$ cat config.mk
export PLATFORM = sky130hd
export DESIGN_NAME = bpsk_demodulator
export DESIGN_NICKNAME = d
export VERILOG_FILES = /design/src/rtl/bpsk_demodulator.sv
export SDC_FILE = /design/constraint.sdc
export NUM_CORES = 1
export LEC_CHECK = 0
export ABC_AREA = 1
export CAP_MARGIN = 15
export CORE_ASPECT_RATIO = 1.4
export CORE_MARGIN = 1.5
export CORE_UTILIZATION = 40
export DETAILED_ROUTE_END_ITERATION = 16
export GPL_TIMING_DRIVEN = 0
export HOLD_SLACK_MARGIN = 0.12
export PLACE_DENSITY = 0.59
export SYNTH_ARGS = -nofsm -noshare
export SYNTH_HDL_FRONTEND = slang
export SYNTH_SLANG_ARGS = --single-unit
$ cat constraint.sdc
create_clock -name clk -period 6.5 [get_ports clk]
set_input_delay 1.3 -clock clk [delete_from_list [all_inputs] [get_ports clk]]
set_output_delay 1.3 -clock clk [all_outputs]
set_load 0.02 [all_outputs]
$ cat src/rtl/bpsk_demodulator.sv
// rtl/bpsk_demodulator.sv - coherent BPSK correlator with one hard decision per carrier period
// Optional lock detector enabled by defining LOCK_DET_EN.
module bpsk_demodulator #(
    parameter int DATA_WIDTH = 12,
    parameter int ADDR_WIDTH = 8,
    parameter int LOCK_THR   = 65536,
    parameter int LOCK_CNT   = 4
) (
    input  logic                             clk,
    input  logic                             arst,
    input  logic                             en,
    input  logic                             sync,
    input  logic [DATA_WIDTH-1:0]            signal_in,
    output logic                             s_out,
    output logic                             s_valid,
    output logic [DATA_WIDTH+ADDR_WIDTH:0]   corr,
    output logic                             lock
);

    localparam int C_W   = DATA_WIDTH + 1;
    localparam int ACC_W = DATA_WIDTH + ADDR_WIDTH + 1;
    localparam logic [C_W-1:0] MIDSCALE = C_W'(1) << (DATA_WIDTH - 1);

    logic [ADDR_WIDTH-1:0]   ph;
    logic [ADDR_WIDTH-1:0]   p;
    logic signed [C_W-1:0]   c;
    logic signed [ACC_W-1:0] c_ext;
    logic signed [ACC_W-1:0] term;
    logic signed [ACC_W-1:0] acc;
    logic signed [ACC_W-1:0] final_sum;
    logic                    first_ph;
    logic                    decide;

    // sync forces the current sample to phase 0, discarding any partial symbol
    always_comb begin
        p         = sync ? '0 : ph;
        c         = $signed({1'b0, signal_in} - MIDSCALE);
        c_ext     = {{(ACC_W-C_W){c[C_W-1]}}, c};
        term      = p[ADDR_WIDTH-1] ? -c_ext : c_ext;
        final_sum = acc + term;
        first_ph  = (p == '0);
        decide    = en && (p == '1);
    end

    always_ff @(posedge clk or negedge arst) begin
        if (!arst) begin
            ph      <= '0;
            acc     <= '0;
            s_out   <= 1'b0;
            s_valid <= 1'b0;
            corr    <= '0;
        end else begin
            s_valid <= decide;
            if (en) begin
                ph  <= p + 1'b1;
                acc <= first_ph ? term : final_sum;
            end
            if (decide) begin
                corr  <= final_sum;
                s_out <= final_sum[ACC_W-1];
            end
        end
    end

`ifdef LOCK_DET_EN
    localparam int CNT_W = $clog2(LOCK_CNT + 1);
    localparam logic signed [ACC_W-1:0] THR_POS = ACC_W'(LOCK_THR);
    localparam logic signed [ACC_W-1:0] THR_NEG = -THR_POS;

    logic [CNT_W-1:0] strong_cnt;
    logic             strong;

    always_comb begin
        strong = (final_sum >= THR_POS) || (final_sum <= THR_NEG);
    end

    // a single weak decision drops lock immediately; reacquiring needs a full run
    always_ff @(posedge clk or negedge arst) begin
        if (!arst) begin
            strong_cnt <= '0;
            lock       <= 1'b0;
        end else if (decide) begin
            if (strong) begin
                if (strong_cnt < CNT_W'(LOCK_CNT)) begin
                    strong_cnt <= strong_cnt + 1'b1;
                end
                lock <= (strong_cnt >= CNT_W'(LOCK_CNT - 1));
            end else begin
                strong_cnt <= '0;
                lock       <= 1'b0;
            end
        end
    end
`else
    // thresholds only matter to the detector; referenced here so they stay visible
    assign lock = 1'b0 & (LOCK_THR >= 0) & (LOCK_CNT >= 0);
`endif

endmodule

==> out/qor.yml <==
run_status:
  status: "finished, final reports clean"
finish:
  fin_util_pct: 48.8
  final_layout_size_suffix_gt1_share_pct: 3.83
  area_delta_synth_final_pct: 17.5
  finalNetCount: 696
  n_antenna_cell: 0
  mostFrequentLayoutCell: "nand2_1"
  fin_area_um2: 4660
  final_cells: 785
  layout_common_cells: "nand2_1, inv_1, dfrtp_1"
synth:
  yosysWarningCount: 0
  synth_fa_ha_area_share_pct: 9.02
  ys_seq_elements: 51
  ys_types: 30
  synth_ff_type: "dfrtp_1"
  synth_top_family_by_area: "simple AND/OR/NAND/NOR gates"
  ys_seq_area_share_pct: 32.2
  syn-cell-area_um2: 3970
  synth_xor_area_share_pct: 4.63
  synthMuxAreaShare_pct: 0
  ys_async_sr_fraction_pct: 100
  synth_compound_area_share_pct: 7.63
  synth-edff-count: 0
  syn_inst: 607
  synth_fp_nets: 651
  yosys.area_share.simple_pct: 35.9
  syn_area_per_cell_um2: 6.54
clocking:
  clock_latency_ns: 0.30
  postCtsHoldBufs: 0
  cts_tree: "yes"
  clock-sinks: 51
  cts_buffers: 5
  cts_root_buf: "clkbuf_16"
  postCtsSetupRepairBufs: 0
  cts.htree.levels: 2
  clk_pin_slew_ns: 0.07
  clk_path_buf_depth: 2
  cts.repair.resized: 0
die:
  die_height_um: 121
  core_area_um2: 9560
  dieWidth_um: 87.2
  core.rowCount: 42
  dieArea_um2: 10500
  start_util_pct: 41.5
  pin_count: 40
setup_path:
  cp.required_ns: 6.69
  cp.arrival_ns: 4.40
  worstPathMaxFanout: 9
  path_class: "in -> reg"
  crit_path_end_kind: "register"
  cp-start-kind: "primary input"
timing:
  min_period_ns: 4.21
  setup_violations: 0
  rsz0062_at_grt: "no"
  period_share_pct: 64.8
  fin_tns_setup_ns: 0
  drv_slew: 0
  finalHoldViolCount: 0
  skew_ns: 0.0117
  worstMarginPinSlew_ns: 0.723
  clock.fmax_mhz: 238
  relSlewSlack_pct: 51.8
drt:
  wirelength_mm: 10.5
  wl_per_cell_um: 13.4
  routed_via_density: 4.84
  drt_iter0_markers: 216
  drcViolationCount: 0
  ant_nets: 0
  vias: 3800
  firstDrtPassIters: 4
placement:
  io_buffer_count: 37
  dp_hpwl_mm: 8.48
  place_area_um2: 4520
  gp_congestion: 0.994
  dp_cells: 777
global_route:
  antenna_found_initial: 0
  grt_max_degree: 27
  grt-ovfl-total: 0
  grt_pass1_wl_mm: 17.7
  grt_usage_pct: 21.5
  grt_pass1_vias: 3593
pwr:
  p_total_w: 0.00138
  sw_frac_of_total_pct: 45.4
  switchingPower_w: 0.000627
  seq_power_share_pct: 29.6
  power_frac_clock_pct: 19.3
  irDropWorstVdd_mv: 0.122
  leakage_nw: 2.50
  comb_power_share_pct: 51.1
  p_int_w: 0.000754
  powerDensity_nw_per_um2: 296
hold_path:
  holdCritPathClass: "reg -> reg"
flow_run:
  drv_cap: 0
[state kept, by name, indices dropped and copies added, names as in the netlist]
signal   count
acc         21
corr        20
ph           8
s_out        1
s_valid      1
[critical path, cell delays in order]
cell	delay, ns
clkdlybuf4s50_1	0.60
inv_2	0.12
nand2_4	0.12
clkinv_1	0.23
nand2_1	0.11
o21ai_0	0.19
fa_1	0.54
nand2_1	0.09
nand3_1	0.16
nand3_1	0.12
nand2_1	0.12
a21oi_1	0.17
xor2_1	0.30
nand2_1	0.10
nand2_1	0.07
nand2_1	0.04
[logic make-up (layout without fill, tap and decap cells)]
group | after synthesis | in the layout
XOR/XNOR | 21 | 21
flip-flops | 51 | 51
other | 1 | 1
adder cells (fa/ha/maj) | 28 | 28
AO/OA/AOI/OAI | 58 | 58
AND/OR/NAND/NOR | 341 | 341
buffers and inverters | 107 | 153
[area by class of cell]
cell class / instances / area [um2]
plain buffers: 14 / 71.3
clock buffers: 5 / 125
clock inverters: 3 / 18.8
fillers: 1032 / 4900
inverters: 93 / 349
multi-input cells: 449 / 2270
flip-flops and latches: 51 / 1280
well taps: 132 / 165
repair buffers: 38 / 385
[power groups by stage]
stage	combinational (W)	clock, W	sequential (W)
2_1_floorplan	0.000513	0	0.000402
3_3_place_gp	0.000693	0	0.000412
3_5_place_dp	0.000697	0	0.000413
4_1_cts	0.000703	0.000274	0.000408
5_1_grt	0.000805	0.000283	0.000415
6_report	0.000705	0.000267	0.000409
[synthesized netlist by cell type (5+ instances only)]
| master | instances | area share (%) |
|---|---|---|
| nand2_1 | 219 | 21 |
| inv_1 | 89 | 8.4 |
| dfrtp_1 | 51 | 32 |
| nand3_1 | 48 | 6.1 |
| nor2_1 | 46 | 4.4 |
| a21oi_1 | 28 | 3.5 |
| ha_1 | 27 | 8.5 |
| o21ai_0 | 21 | 2.6 |
| xor2_1 | 13 | 2.9 |
| clkbuf_1 | 8 | 0.76 |
| nand4_1 | 8 | 1.3 |
| xnor2_1 | 8 | 1.8 |
| nand3b_1 | 6 | 1.1 |
| nor3_1 | 5 | 0.63 |
[per-layer routing]
metal	GRT usage [%]	part of all wire [%]	vias up	wire length (um)
met4	7.74	2.9	0	306
met3	2.11	3.1	18	331
met5	0	0	-	0
li1	-	-	1978	-
met1	27.3	44	1735	4640
met2	37.5	50	69	5260
[metrics by stage]
step | hold slack [ns] | setup slack [ns]
6_report | 0.476 | 2.29
5_1_grt | 0.499 | 1.87
4_1_cts | 0.483 | 2.24
3_5_place_dp | 0.465 | 1.93
3_3_place_gp | 0.463 | 1.94
2_1_floorplan | 0.453 | 3.08
[worst paths after layout]
path | startpoint | endpoint | slack, ns | cells past startpoint
setup / recovery | sync | acc[10] | 2.29 | 16
hold / removal | corr[15] | corr[15] | 0.48 | 2
setup reg to reg | ph[7] | acc[10] | 3.59 | 14
hold reg to reg | corr[15] | corr[15] | 0.48 | 2
max in group asynchronous | arst | acc[20] | 4.93 | 2
min in group asynchronous | arst | corr[11] | 1.01 | 1
Note: power is estimated with default switching activity, not from simulation.
